`src/rtl/sisc_exec_ctrl_if.sv`:
```
// Datapath-facing bundle of the SISC execution core: instruction, operands, status and PC
// inputs, plus ALU, condition-code, register-file and PC control outputs.
interface sisc_exec_ctrl_if;
    logic [31:0] INSTR;
    logic [31:0] RSA;
    logic [31:0] RSB;
    logic [3:0]  STAT;
    logic [15:0] PC_INC;
    logic [31:0] ALU_RESULT;
    logic [3:0]  CC;
    logic        STAT_EN;
    logic [1:0]  ALU_OP;
    logic        RF_WE;
    logic        WB_SEL;
    logic        RD_SEL;
    logic        PC_WRITE;
    logic        PC_SEL;
    logic        PC_RST;
    logic        BR_SEL;
    logic [15:0] BR_ADDR;

    modport master (
        output INSTR, RSA, RSB, STAT, PC_INC,
        input  ALU_RESULT, CC, STAT_EN, ALU_OP, RF_WE, WB_SEL, RD_SEL,
               PC_WRITE, PC_SEL, PC_RST, BR_SEL, BR_ADDR
    );

    modport slave (
        input  INSTR, RSA, RSB, STAT, PC_INC,
        output ALU_RESULT, CC, STAT_EN, ALU_OP, RF_WE, WB_SEL, RD_SEL,
               PC_WRITE, PC_SEL, PC_RST, BR_SEL, BR_ADDR
    );
endinterface

```
`src/rtl/sisc_exec_ctrl.sv`:
```
// SISC execution core: multicycle control FSM, 32-bit ALU with condition codes,
// and branch-target generation, all decoded from the current instruction word.
module sisc_exec_ctrl (
    input  logic              CLK,
    input  logic              RST,
    sisc_exec_ctrl_if.slave   bus
);

    typedef enum logic [2:0] {
        ST_START     = 3'd0,
        ST_FETCH     = 3'd1,
        ST_DECODE    = 3'd2,
        ST_EXECUTE   = 3'd3,
        ST_MEM       = 3'd4,
        ST_WRITEBACK = 3'd5,
        ST_HALT      = 3'd6
    } state_t;

    state_t r_state;
    state_t w_next;

    logic [3:0]  w_opcode;
    logic [3:0]  w_mm;
    logic [15:0] w_imm;
    logic        w_is_reg;
    logic        w_is_imm;
    logic        w_is_alu;
    logic        w_is_bset;
    logic        w_is_bclr;
    logic        w_abs;
    logic        w_taken;
    logic [1:0]  w_alu_op_dec;
    logic        w_unused_ra_rb;

    logic        w_stat_en;
    logic [1:0]  w_alu_op;
    logic        w_rf_we;
    logic        w_wb_sel;
    logic        w_rd_sel;
    logic        w_pc_write;
    logic        w_pc_sel;
    logic        w_pc_rst;
    logic        w_br_sel;

    logic [31:0] w_b;
    logic [31:0] w_bx;
    logic        w_cin;
    logic [32:0] w_sum;
    logic [31:0] w_result;
    logic        w_c;
    logic        w_v;

    assign w_opcode = bus.INSTR[31:28];
    assign w_mm     = bus.INSTR[27:24];
    assign w_imm    = bus.INSTR[15:0];
    // Register addresses are consumed by the register file, not here.
    assign w_unused_ra_rb = ^bus.INSTR[23:16];

    assign w_is_reg     = (w_opcode == 4'b0001);
    assign w_is_imm     = (w_opcode == 4'b0010);
    assign w_is_alu     = w_is_reg | w_is_imm;
    assign w_is_bset    = (w_opcode == 4'b0100) | (w_opcode == 4'b0101);
    assign w_is_bclr    = (w_opcode == 4'b0110) | (w_opcode == 4'b0111);
    assign w_abs        = (w_opcode == 4'b0100) | (w_opcode == 4'b0110);
    assign w_taken      = (w_is_bset & (|(bus.STAT & w_mm))) |
                          (w_is_bclr & ~(|(bus.STAT & w_mm)));
    assign w_alu_op_dec = w_is_reg ? 2'b01 : (w_is_imm ? 2'b10 : 2'b00);

    // State register with synchronous reset into START.
    always_ff @(posedge CLK) begin
        if (RST) begin
            r_state <= ST_START;
        end else begin
            r_state <= w_next;
        end
    end

    // Next-state and Moore control decode.
    always_comb begin
        w_next     = r_state;
        w_stat_en  = 1'b0;
        w_alu_op   = 2'b00;
        w_rf_we    = 1'b0;
        w_wb_sel   = 1'b0;
        w_rd_sel   = 1'b0;
        w_pc_write = 1'b0;
        w_pc_sel   = 1'b0;
        w_pc_rst   = 1'b0;
        w_br_sel   = w_abs;
        case (r_state)
            ST_START: begin
                w_pc_rst = 1'b1;
                w_br_sel = 1'b0;
                w_next   = ST_FETCH;
            end
            ST_FETCH: begin
                w_next = ST_DECODE;
            end
            ST_DECODE: begin
                if (w_opcode == 4'b1111) begin
                    w_next = ST_HALT;
                end else begin
                    w_next = ST_EXECUTE;
                end
            end
            ST_EXECUTE: begin
                w_alu_op  = w_alu_op_dec;
                w_stat_en = w_is_alu;
                w_next    = ST_MEM;
            end
            ST_MEM: begin
                w_alu_op = w_alu_op_dec;
                w_next   = ST_WRITEBACK;
            end
            ST_WRITEBACK: begin
                w_alu_op   = w_alu_op_dec;
                w_pc_write = 1'b1;
                w_pc_sel   = w_taken;
                w_rf_we    = w_is_alu;
                w_wb_sel   = w_is_alu;
                w_rd_sel   = w_is_reg;
                w_next     = ST_FETCH;
            end
            ST_HALT: begin
                w_br_sel = 1'b0;
                w_next   = ST_HALT;
            end
            default: begin
                w_br_sel = 1'b0;
                w_next   = ST_START;
            end
        endcase
    end

    // SUB reuses the adder as A + ~B + 1 so carry and overflow fall out of one path.
    always_comb begin
        w_b   = (w_alu_op == 2'b10) ? {16'h0000, w_imm} : bus.RSB;
        w_bx  = w_b;
        w_cin = 1'b0;
        if ((w_alu_op == 2'b01 || w_alu_op == 2'b10) && w_mm == 4'b0010) begin
            w_bx  = ~w_b;
            w_cin = 1'b1;
        end else begin
            w_bx  = w_b;
            w_cin = 1'b0;
        end
        w_sum = {1'b0, bus.RSA} + {1'b0, w_bx} + {32'd0, w_cin};
    end

    // ALU function select and condition codes.
    always_comb begin
        w_result = bus.RSA;
        w_c      = 1'b0;
        w_v      = 1'b0;
        if (w_alu_op == 2'b01 || w_alu_op == 2'b10) begin
            case (w_mm)
                4'b0001, 4'b0010: begin
                    w_result = w_sum[31:0];
                    w_c      = w_sum[32];
                    w_v      = (bus.RSA[31] == w_bx[31]) && (w_sum[31] != bus.RSA[31]);
                end
                4'b0011: w_result = bus.RSA & w_b;
                4'b0100: w_result = bus.RSA | w_b;
                4'b0101: w_result = bus.RSA ^ w_b;
                4'b0110: w_result = ~bus.RSA;
                4'b0111: w_result = {bus.RSA[30:0], 1'b0};
                4'b1000: w_result = {1'b0, bus.RSA[31:1]};
                default: w_result = bus.RSA;
            endcase
        end else begin
            w_result = bus.RSA;
        end
    end

    assign bus.ALU_RESULT = w_result;
    assign bus.CC         = {w_c, w_v, w_result[31], (w_result == 32'd0)};
    assign bus.BR_ADDR    = w_br_sel ? w_imm : (bus.PC_INC + w_imm);

    assign bus.STAT_EN  = w_stat_en;
    assign bus.ALU_OP   = w_alu_op;
    assign bus.RF_WE    = w_rf_we;
    assign bus.WB_SEL   = w_wb_sel;
    assign bus.RD_SEL   = w_rd_sel;
    assign bus.PC_WRITE = w_pc_write;
    assign bus.PC_SEL   = w_pc_sel;
    assign bus.PC_RST   = w_pc_rst;
    assign bus.BR_SEL   = w_br_sel;

endmodule

```
`src/flat_wrapper.sv`:
```
// flat-port wrapper written by rule: the top's interface ports become plain ports
module sisc_exec_ctrl_flat 
  (CLK, RST, bus_INSTR, bus_RSA, bus_RSB, bus_STAT, bus_PC_INC, bus_ALU_RESULT, bus_CC, bus_STAT_EN, bus_ALU_OP, bus_RF_WE, bus_WB_SEL, bus_RD_SEL, bus_PC_WRITE, bus_PC_SEL, bus_PC_RST, bus_BR_SEL, bus_BR_ADDR);
  sisc_exec_ctrl_if bus_i ();
  input  logic CLK;
  input  logic RST;
  input wire logic [$bits(bus_i.INSTR)-1:0] bus_INSTR;
  input wire logic [$bits(bus_i.RSA)-1:0] bus_RSA;
  input wire logic [$bits(bus_i.RSB)-1:0] bus_RSB;
  input wire logic [$bits(bus_i.STAT)-1:0] bus_STAT;
  input wire logic [$bits(bus_i.PC_INC)-1:0] bus_PC_INC;
  output wire logic [$bits(bus_i.ALU_RESULT)-1:0] bus_ALU_RESULT;
  output wire logic [$bits(bus_i.CC)-1:0] bus_CC;
  output wire logic [$bits(bus_i.STAT_EN)-1:0] bus_STAT_EN;
  output wire logic [$bits(bus_i.ALU_OP)-1:0] bus_ALU_OP;
  output wire logic [$bits(bus_i.RF_WE)-1:0] bus_RF_WE;
  output wire logic [$bits(bus_i.WB_SEL)-1:0] bus_WB_SEL;
  output wire logic [$bits(bus_i.RD_SEL)-1:0] bus_RD_SEL;
  output wire logic [$bits(bus_i.PC_WRITE)-1:0] bus_PC_WRITE;
  output wire logic [$bits(bus_i.PC_SEL)-1:0] bus_PC_SEL;
  output wire logic [$bits(bus_i.PC_RST)-1:0] bus_PC_RST;
  output wire logic [$bits(bus_i.BR_SEL)-1:0] bus_BR_SEL;
  output wire logic [$bits(bus_i.BR_ADDR)-1:0] bus_BR_ADDR;
  assign bus_i.INSTR = bus_INSTR;
  assign bus_i.RSA = bus_RSA;
  assign bus_i.RSB = bus_RSB;
  assign bus_i.STAT = bus_STAT;
  assign bus_i.PC_INC = bus_PC_INC;
  assign bus_ALU_RESULT = bus_i.ALU_RESULT;
  assign bus_CC = bus_i.CC;
  assign bus_STAT_EN = bus_i.STAT_EN;
  assign bus_ALU_OP = bus_i.ALU_OP;
  assign bus_RF_WE = bus_i.RF_WE;
  assign bus_WB_SEL = bus_i.WB_SEL;
  assign bus_RD_SEL = bus_i.RD_SEL;
  assign bus_PC_WRITE = bus_i.PC_WRITE;
  assign bus_PC_SEL = bus_i.PC_SEL;
  assign bus_PC_RST = bus_i.PC_RST;
  assign bus_BR_SEL = bus_i.BR_SEL;
  assign bus_BR_ADDR = bus_i.BR_ADDR;
  sisc_exec_ctrl u_core (.CLK(CLK), .RST(RST), .bus(bus_i));
endmodule
```
`config.mk`:
```
export PLATFORM = sky130hd
export DESIGN_NAME = sisc_exec_ctrl_flat
export DESIGN_NICKNAME = d
export VERILOG_FILES = /design/src/rtl/sisc_exec_ctrl_if.sv /design/src/rtl/sisc_exec_ctrl.sv /design/src/flat_wrapper.sv
export SDC_FILE = /design/constraint.sdc
export NUM_CORES = 1
export LEC_CHECK = 0
export BUFFER_PORTS_ARGS = -buffer_cell sky130_fd_sc_hd__buf_2
export CORE_ASPECT_RATIO = 0.7
export CORE_MARGIN = 1
export CORE_UTILIZATION = 45
export DETAILED_ROUTE_END_ITERATION = 16
export HOLD_SLACK_MARGIN = 0.08
export PLACE_DENSITY = 0.7
export SLEW_MARGIN = 20
export SYNTH_ARGS = -nofsm -noshare
export SYNTH_HDL_FRONTEND = slang
export SYNTH_SLANG_ARGS = --single-unit
```
`constraint.sdc`:
```
create_clock -name CLK -period 9.2 [get_ports CLK]
set_input_delay 0.92 -clock CLK [delete_from_list [all_inputs] [get_ports CLK]]
set_output_delay 0.92 -clock CLK [all_outputs]
set_load 0.05 [all_outputs]
```
Yosys cells after proc, flatten, opt, wreduce, memory -nomap -nowiden
Cells that the tools add are included.
- add/sub/neg operators: 3
- equal/unequal tests: 25
- multiplexer cells: 22
- bitwise gates (word level): 14
- reductions and logical operators: 10
- operators with widths (cell ; number):
    $pmux W32 S7 ; 1
    $mux W32 ; 3
    $not A32 Y32 ; 2
    $add A32 B32 Y33 ; 1
    $add A33 B1 Y33 ; 1
    $and A32 B32 Y32 ; 1
    $eq A4 B3 Y1 const B ; 8
    $logic_not A32 Y1 ; 1
    $or A32 B32 Y32 ; 1
    $xor A32 B32 Y32 ; 1
    $pmux W3 S6 ; 1
    $add A16 B16 Y16 ; 1
    $mux W16 ; 1
    $eq A4 B2 Y1 const B ; 3
    $mux W1 ; 12
    $eq A3 B3 Y1 const B ; 3
    $eq A4 B1 Y1 const B ; 2
    $eq A4 B4 Y1 const B ; 2
    $eq A3 B2 Y1 const B ; 2
    $mux W2 ; 3
    $or A1 B1 Y1 ; 5
    $reduce_or A5 Y1 ; 1
    $and A4 B4 Y4 ; 1
    $reduce_or A2 Y1 ; 2
    13 further kinds ; 15
- bits in registers: 3
- bits of input ports: 118
- output and inout port bits: 62
- word-level logic and storage cells: 75

Depth between registers and ports, before layout
Gate-level depths: netlist of the first run.
- word-level depth: 14
- depth in mapped cells: 23
- depth with buffers taken out: 21

Worst setup path after synthesis of the first run
Ideal clock, no wire load.
- path type: input to output
- start point: input port bus_INSTR[31]
- end point: output port bus_CC[0]
- arrival: 8.082 ns
- required time: 8.280 ns
- setup slack: 0.198 ns
- cell stages on the path: 19
- path buffers: 1
- cells stage by stage: nor2_1 nor4bb_1 ha_1 or3_4 nor2_1 clkbuf_1 a21oi_1 fa_1 nand2b_2 a211o_1 and4_4 o31ai_4 o21ai_2 or4_1 or4b_1 nor4_2 nand4bb_1 nor4_1 and4bb_1
- cells in the longest elaborated chain, start to end: 13
- elaborated cells between the ends (all ways): 21
- those cells by class: add/sub (2); eq/ne (4); mux (8); bitwise (4); reduce/logical (3)
- ends and longest elaborated chain (element ; RTL line ; text):
    start, declared ; flat_wrapper.sv:7 ; input wire logic [$bits(bus_i.INSTR)-1:0] bus_INSTR;
    $eq A4 B2 Y1 ; sisc_exec_ctrl.sv:60 ; assign w_is_imm = (w_opcode == 4'b0010);
    $mux W2 ; sisc_exec_ctrl.sv:67 ; assign w_alu_op_dec = w_is_reg ? 2'b01 : (w_is_imm ? 2'b10 : 2'b00);
    $mux W2 (*) ; sisc_exec_ctrl.sv:67 ;
    $mux W2 (*) ; sisc_exec_ctrl.sv:90 ; case (r_state)
    via bus_ALU_OP[1] ; flat_wrapper.sv:15 ; output wire logic [$bits(bus_i.ALU_OP)-1:0] bus_ALU_OP;
    $eq A2 B2 Y1 or $eq A2 B1 Y1 (tied branches) ; sisc_exec_ctrl.sv:137, sisc_exec_ctrl.sv:140, sisc_exec_ctrl.sv:155 ;
    $mux W32 or $logic_or A1 B1 Y1 (tied branches) ; sisc_exec_ctrl.sv:137, sisc_exec_ctrl.sv:140, sisc_exec_ctrl.sv:155 ;
    $not A32 Y32 or $logic_and A1 B1 Y1 (tied branches) ; sisc_exec_ctrl.sv:141, sisc_exec_ctrl.sv:140 ;
    $mux W32 ; sisc_exec_ctrl.sv:140 ; if ((w_alu_op == 2'b01 || w_alu_op == 2'b10) && w_mm == 4'b0010) begin
    $add A32 B32 Y33 ; sisc_exec_ctrl.sv:147 ; w_sum = {1'b0, bus.RSA} + {1'b0, w_bx} + {32'd0, w_cin};
    $add A33 B1 Y33 ; sisc_exec_ctrl.sv:147 ;
    $pmux W32 S7 ; sisc_exec_ctrl.sv:156 ; case (w_mm)
    $mux W32 (*) ; sisc_exec_ctrl.sv:155 ; if (w_alu_op == 2'b01 || w_alu_op == 2'b10) begin
    via bus_ALU_RESULT[6] ; flat_wrapper.sv:12 ; output wire logic [$bits(bus_i.ALU_RESULT)-1:0] bus_ALU_RESULT;
    $logic_not A32 Y1 (*) ; sisc_exec_ctrl.sv:176 ; assign bus.CC = {w_c, w_v, w_result[31], (w_result == 32'd0)};
    end, declared ; flat_wrapper.sv:13 ; output wire logic [$bits(bus_i.CC)-1:0] bus_CC;
Mark *: on every way through the listed nets, which the timed path passes. The rest lies on a longest branch.

Worst setup path in the final report of the first run
- start point: input port bus_INSTR[31]
- end point: output port bus_CC[0]
- cells in the longest elaborated chain, start to end: 13
- elaborated cells between the ends (all ways): 21
- those cells by class: add/sub (2); eq/ne (4); mux (8); bitwise (4); reduce/logical (3)
- ends and longest elaborated chain (element ; RTL line):
    $eq A4 B2 Y1 ; sisc_exec_ctrl.sv:60
    $mux W2 ; sisc_exec_ctrl.sv:67
    $mux W2 (*) ; sisc_exec_ctrl.sv:67
    $mux W2 (*) ; sisc_exec_ctrl.sv:90
    $eq A2 B2 Y1 or $eq A2 B1 Y1 (tied branches) ; sisc_exec_ctrl.sv:137, sisc_exec_ctrl.sv:140, sisc_exec_ctrl.sv:155
    $mux W32 or $logic_or A1 B1 Y1 (tied branches) ; sisc_exec_ctrl.sv:137, sisc_exec_ctrl.sv:140, sisc_exec_ctrl.sv:155
    $not A32 Y32 or $logic_and A1 B1 Y1 (tied branches) ; sisc_exec_ctrl.sv:141, sisc_exec_ctrl.sv:140
    $mux W32 ; sisc_exec_ctrl.sv:140
    $add A32 B32 Y33 ; sisc_exec_ctrl.sv:147
    $add A33 B1 Y33 ; sisc_exec_ctrl.sv:147
    $pmux W32 S7 ; sisc_exec_ctrl.sv:156
    $mux W32 (*) ; sisc_exec_ctrl.sv:155
    $logic_not A32 Y1 (*) ; sisc_exec_ctrl.sv:176
Every way passes the cells marked *; elsewhere a longest branch is shown, timed or not.

==> reports/metrics.csv, run 1 <==
metric,value,unit
cts-buffers-inserted,3,
switching_power,0.000337,W
clock_sinks,3,
synth_async_sr_flop_share,0,
syn_nets,1224,
fin_nets,1360,
grt_max_degree,40,
worstSetupStartpointType,input pin,
finalSetupTns,0,ns
drv_slew,0,
setup_viol,0,
place_congestion,1.01,
cp.required,8.28,ns
post-dp-hpwl,19700,microns
drv_cap,0,
syn_avg_cell_area,7.03,sq um
synth-edff-count,0,
h-tree-depth,1,
synth_area,0.00693,sq mm
status,"finished, final reports clean",
rows,37,
fmax,127,MHz
power_frac_comb,0.854,
overflow,0,
worst-path-max-fanout,17,
io_buffers,171,
r2r_start,u_core.r_state[2],
worstHoldStart,u_core.r_state[1],
drt-initial-drc-count,855,
die-area,0.0159,sq mm
drc,0,
crit_start,bus_INSTR[31],
power_frac_seq,0.027,
largest_reg_flops,3,
grt_pass1_vias,7427,
pre_cts_slack,1.39,ns
sw_frac_of_total,0.581,
cts_tree,built,
intPower,0.000243,W
top_register,u_core.r_state,
slew_headroom,0.486,
hold_buffers,0,
drive_above_1_share,0.201,
r2r_slack,8.17,ns
syn2layout_area_growth,15.0,%
finalClockSkew,0.00146,ns
ys_seq_area_frac,0.00867,
die_w,150,microns
cts_root_buf,clkbuf_16,
n_fill_cell,1521,
grt_setup_unrepaired,false,
total_leakage_power,3.79,nW
die_y,106,microns
p_total,0.000581,W
fin_crit_sh,0.858,
worstMarginPinSlew,0.769,ns
hold_path_depth,2,
antenna_left,0,
reg_top3,u_core.r_state (3),
hold_viol_final,0,
clock_path_buffers,2,
via_per_inst,6.12,
worstPathArrival,6.98,ns
coreArea,0.0149,sq mm
ctsResizeCount,0,
ir_drop,194,uV
ys_types,91,
wl_per_cell,18.9,microns
layout_setup_ws,1.30,ns
p_clk_frac,0.119,
power_density,72.9,mW/mm^2
hold_ws,0.590,ns
synth_cells,986,
io_pins,180,
rr_worst_depth,3,
clk_pin_slew,0.03,ns
endpoint_kind,primary output,
path_class,in -> out,
initial_core_util,0.466,
grt_usage,0.311,
grt_pass1_wl,39300,microns
insertion_delay,0.22,ns
yosysWarningCount,0,
drt_pass1_iterations,6,
whs_endpoint,u_core.r_state[1],
synth_seq_cells,3,
via_count,8062,
hold_class,reg -> reg,
synthFlopType,dfxtp_1,
cts_setup_buffers,0,
grt_antenna_before_repair,1,
wl,24800,microns
post-route-min-period,7.90,ns
r2r_end,u_core.r_state[2],
-- stage by stage --
stage                     std cells  utilization  cell area [sq um]
after floorplan                 986            -               6930
after global placement         1312        0.531               7890
after detailed placement       1312        0.531               7890
after CTS                      1316        0.536               7960
after global routing           1316        0.536               7960
final                          1317        0.536               7970
-- how the worst max path moves through the flow --
stage	slack, ns	endpoint	depth (start not counted)
after CTS	1.37	bus_CC[0]	22
after floorplan	0.20	bus_CC[0]	19
final	1.30	bus_CC[0]	22
after detailed placement	1.39	bus_CC[0]	22
after global routing	1.01	bus_CC[0]	20
after global placement	1.48	bus_CC[0]	22
-- placed cells by master (no fill, tap or decap), types with 8 or more instances in the layout --
cell / synthesis / final
buf_2: 11 / 171
a21o_1: 13 / 13
nand3_1: 17 / 17
buf_4: 5 / 13
o21ai_0: 63 / 63
nand2b_1: 25 / 25
xor2_1: 20 / 20
a21oi_1: 84 / 84
nor2_1: 81 / 80
a211o_1: 8 / 8
xnor2_1: 52 / 52
inv_1: 85 / 85
nor2b_1: 12 / 12
ha_1: 118 / 118
o22ai_1: 17 / 17
mux2i_1: 46 / 45
a221oi_1: 11 / 11
a22oi_1: 15 / 15
a2bb2oi_1: 8 / 8
a31oi_1: 14 / 14
nand2_1: 67 / 67
a211oi_1: 13 / 13
nor3_1: 22 / 22
-- layout make-up --
| type | count | area (sq um) | area share |
|---|---|---|---|
| Timing Repair Buffer | 184 | 953 | 0.120 |
| Multi-Input combinational cell | 841 | 6290 | 0.790 |
| Antenna cell | 1 | 2.50 | 0.000314 |
| Sequential cell | 3 | 60.1 | 0.00754 |
| Clock buffer | 4 | 78.8 | 0.00989 |
| Inverter | 89 | 334 | 0.0419 |
| Tap cell | 195 | 244 | 0.0306 |
-- power by group through the flow --
stage / sequential (W) / clock (W) / combinational (W)
2_1_floorplan: 0.0000156 / 0 / 0.000357
3_3_place_gp: 0.0000159 / 0 / 0.000480
3_5_place_dp: 0.0000159 / 0 / 0.000485
4_1_cts: 0.0000157 / 0.0000696 / 0.000488
5_1_grt: 0.0000160 / 0.0000713 / 0.000538
6_report: 0.0000158 / 0.0000689 / 0.000496
-- worst max-delay path, stage by stage --
cell       delay [ns]
buf_2            0.11
nor2_1           0.16
nand3b_1         0.10
or2_2            0.30
ha_1             0.41
or3_4            0.40
nor2_4           0.57
xnor2_1          0.23
inv_1            0.08
fa_1             0.38
nand2b_2         0.22
a211o_1          0.36
and4_4           0.24
o31ai_4          0.22
o21ai_2          0.09
or4_1            0.56
or4b_1           0.51
nor4_2           0.26
nand4bb_1        0.14
nor4_1           0.24
and4bb_1         0.21
buf_2            0.25
-- synth_stat cells (all sizes together) (3+ instances only) --
| cell | instances | area [sq um] |
|---|---|---|
| o32ai | 4 | 35.0 |
| mux2i | 47 | 483 |
| a211oi | 16 | 135 |
| nand3 | 17 | 85.1 |
| clkbuf | 27 | 101 |
| xor2 | 20 | 175 |
| a221o | 6 | 60.1 |
| o22ai | 17 | 106 |
| nand3b | 7 | 56.3 |
| a22oi | 15 | 113 |
| or3 | 3 | 25.0 |
| or2 | 3 | 18.8 |
| nor4bb | 3 | 30.0 |
| o2bb2ai | 3 | 26.3 |
| nand2b | 27 | 174 |
| inv | 88 | 330 |
| nor4b | 4 | 41.3 |
| a21oi | 84 | 420 |
| and2 | 7 | 43.8 |
| o221ai | 7 | 61.3 |
| xnor2 | 52 | 455 |
| a211o | 8 | 70.1 |
| buf | 26 | 175 |
| dfxtp | 3 | 60.1 |
| nand4 | 6 | 37.5 |
| o21a | 5 | 37.5 |
| and3 | 4 | 25.0 |
| nor4 | 5 | 52.6 |
| ha | 118 | 1480 |
| or4b | 3 | 30.0 |
| nor2 | 81 | 304 |
| o21ai | 68 | 348 |
| a31o | 4 | 35.0 |
| nor2b | 13 | 88.8 |
| a221oi | 11 | 96.3 |
| o31ai | 6 | 58.8 |
| o211ai | 7 | 52.6 |
| a31oi | 14 | 87.6 |
| nor3 | 24 | 130 |
| nand2 | 67 | 251 |
| a21o | 13 | 97.6 |
| a2bb2oi | 9 | 85.1 |
-- cell families (layout without fill, tap and decap cells) --
family / count (synthesis) / after routing / synth area share
AND/OR/NAND/NOR: 287 / 287 / 0.219
multiplexers: 48 / 48 / 0.0719
adder cells (fa/ha/maj): 120 / 120 / 0.219
buffers and inverters: 142 / 277 / 0.0881
flip-flops: 3 / 3 / 0.00867
other: 0 / 1 / 0
AO/OA/AOI/OAI: 314 / 314 / 0.303
XOR/XNOR: 72 / 72 / 0.0910
-- per-layer routing --
metal	share of wire	global-route usage
met1	0.45	0.453
met2	0.40	0.448
met4	0.023	0.0952
met5	0	0
met3	0.12	0.0632
Power figures use the tool's default switching activity.
==> run 2: changes to the inputs <==
- CTS_BUF_LIST: default -> sky130_fd_sc_hd__clkbuf_2
==> reports/metrics.csv, run 2 (synthesis results as in run 1) <==
metric,value,unit
slew_headroom,0.482,
io_pins,180,
worst-path-max-fanout,17,
top_register,u_core.r_state,
die_y,106,microns
finalSetupTns,0,ns
grt_pass1_wl,39500,microns
hold_viol_final,0,
cts_tree,built,
post-route-min-period,7.86,ns
drive_above_1_share,0.202,
ctsResizeCount,0,
largest_reg_flops,3,
endpoint_kind,primary output,
intPower,0.000198,W
grt_setup_unrepaired,false,
ir_drop,89.0,uV
via_count,8075,
wl_per_cell,19.0,microns
finalClockSkew,0.00378,ns
io_buffers,171,
hold_class,reg -> reg,
h-tree-depth,1,
grt_antenna_before_repair,0,
pre_cts_slack,1.39,ns
worstPathArrival,6.94,ns
worstSetupStartpointType,input pin,
hold_buffers,0,
crit_family,simple AND/OR/NAND/NOR gates,
initial_core_util,0.466,
place_congestion,1.01,
grt_pass1_vias,7445,
wl,24900,microns
syn2layout_area_growth,14.1,%
power_frac_seq,0.030,
drt-initial-drc-count,902,
final_cell_mix,"buf_2, ha_1, inv_1",
antenna_left,0,
drv_slew,0,
drv_cap,0,
layout_setup_ws,1.34,ns
n_fill_cell,1525,
critPathBufInv,3,
total_leakage_power,3.77,nW
cp.required,8.28,ns
fmax,127,MHz
sw_frac_of_total,0.628,
cts_setup_buffers,0,
clock_sinks,3,
grt_usage,0.311,
overflow,0,
hold_ws,0.598,ns
cts_root_buf,clkbuf_2,
worstMarginPinSlew,0.768,ns
cpPeakStageDelay,0.57,ns
post-dp-hpwl,19700,microns
path_class,in -> out,
cts-buffers-inserted,3,
clk_pin_slew,0.04,ns
setup_viol,0,
status,"finished, final reports clean",
fin_crit_sh,0.854,
via_per_inst,6.14,
path_cells,buf_2 > nor2_1 > nand3b_1 > or2_2 > ha_1 > or3_4 > nor2_4 > xnor2_1 > inv_1 > fa_1 > nand2b_2 > a211o_1 > and4_4 > o31ai_4 > o21ai_2 > or4_1 > or4b_1 > nor4_2 > nand4bb_1 > nor4_1 > and4bb_1 > buf_2,
p_clk_frac,0.035,
coreArea,0.0149,sq mm
num_antenna_cells,0,
reg_top3,u_core.r_state (3),
die_w,150,microns
drc,0,
switching_power,0.000334,W
insertion_delay,0.20,ns
power_density,67.2,mW/mm^2
layout_commonest_cell,buf_2,
cp_common_cell,buf_2,
clock_path_buffers,2,
rows,37,
slowest_stage,or4_1,
drt_pass1_iterations,7,
die-area,0.0159,sq mm
fin_nets,1360,
grt_max_degree,40,
power_frac_comb,0.935,
-- run 2: layout make-up --
type	count	area, sq um	share of cell area
inverters	89	334	0.0423
flip-flops and latches	3	60.1	0.00760
clock buffers	4	20.0	0.00253
multi-input cells	841	6290	0.796
well taps	195	244	0.0309
repair buffers	184	953	0.121
-- run 2: metal layers --
layer,global-route usage,up-vias,part of all wire
met5,0,-,0
met4,0.0938,0,0.025
met3,0.0563,46,0.11
met2,0.452,457,0.40
met1,0.455,3716,0.46
li1,-,3856,-
-- run 2: worst min-delay path, cell delays in order, from the launching register on --
cell     delay [ns]
dfxtp_1        0.36
a21oi_1        0.15
nor2_1         0.04
-- run 2: through the flow --
stage	cell area, sq um	std cells	total power (W)	utilization
2_1_floorplan	6930	986	0.000373	-
3_3_place_gp	7890	1312	0.000496	0.531
3_5_place_dp	7890	1312	0.000501	0.531
4_1_cts	7910	1316	0.000523	0.532
5_1_grt	7910	1316	0.000575	0.532
6_report	7910	1316	0.000531	0.532
-- run 2: worst paths after layout --
kind,slack [ns],start,cells after the start,to
setup / recovery,1.34,bus_INSTR[31],22,bus_CC[0]
hold / removal,0.60,u_core.r_state[1],2,u_core.r_state[1]
setup reg to reg,8.16,u_core.r_state[2],3,u_core.r_state[2]
hold reg to reg,0.60,u_core.r_state[1],2,u_core.r_state[1]
-- run 2: power by group through the flow --
stage	logic [W]	registers, W	clock network, W
6_report	0.000497	0.0000158	0.0000186
5_1_grt	0.000538	0.0000160	0.0000207
4_1_cts	0.000488	0.0000157	0.0000195
3_5_place_dp	0.000485	0.0000159	0
3_3_place_gp	0.000480	0.0000159	0
2_1_floorplan	0.000357	0.0000156	0
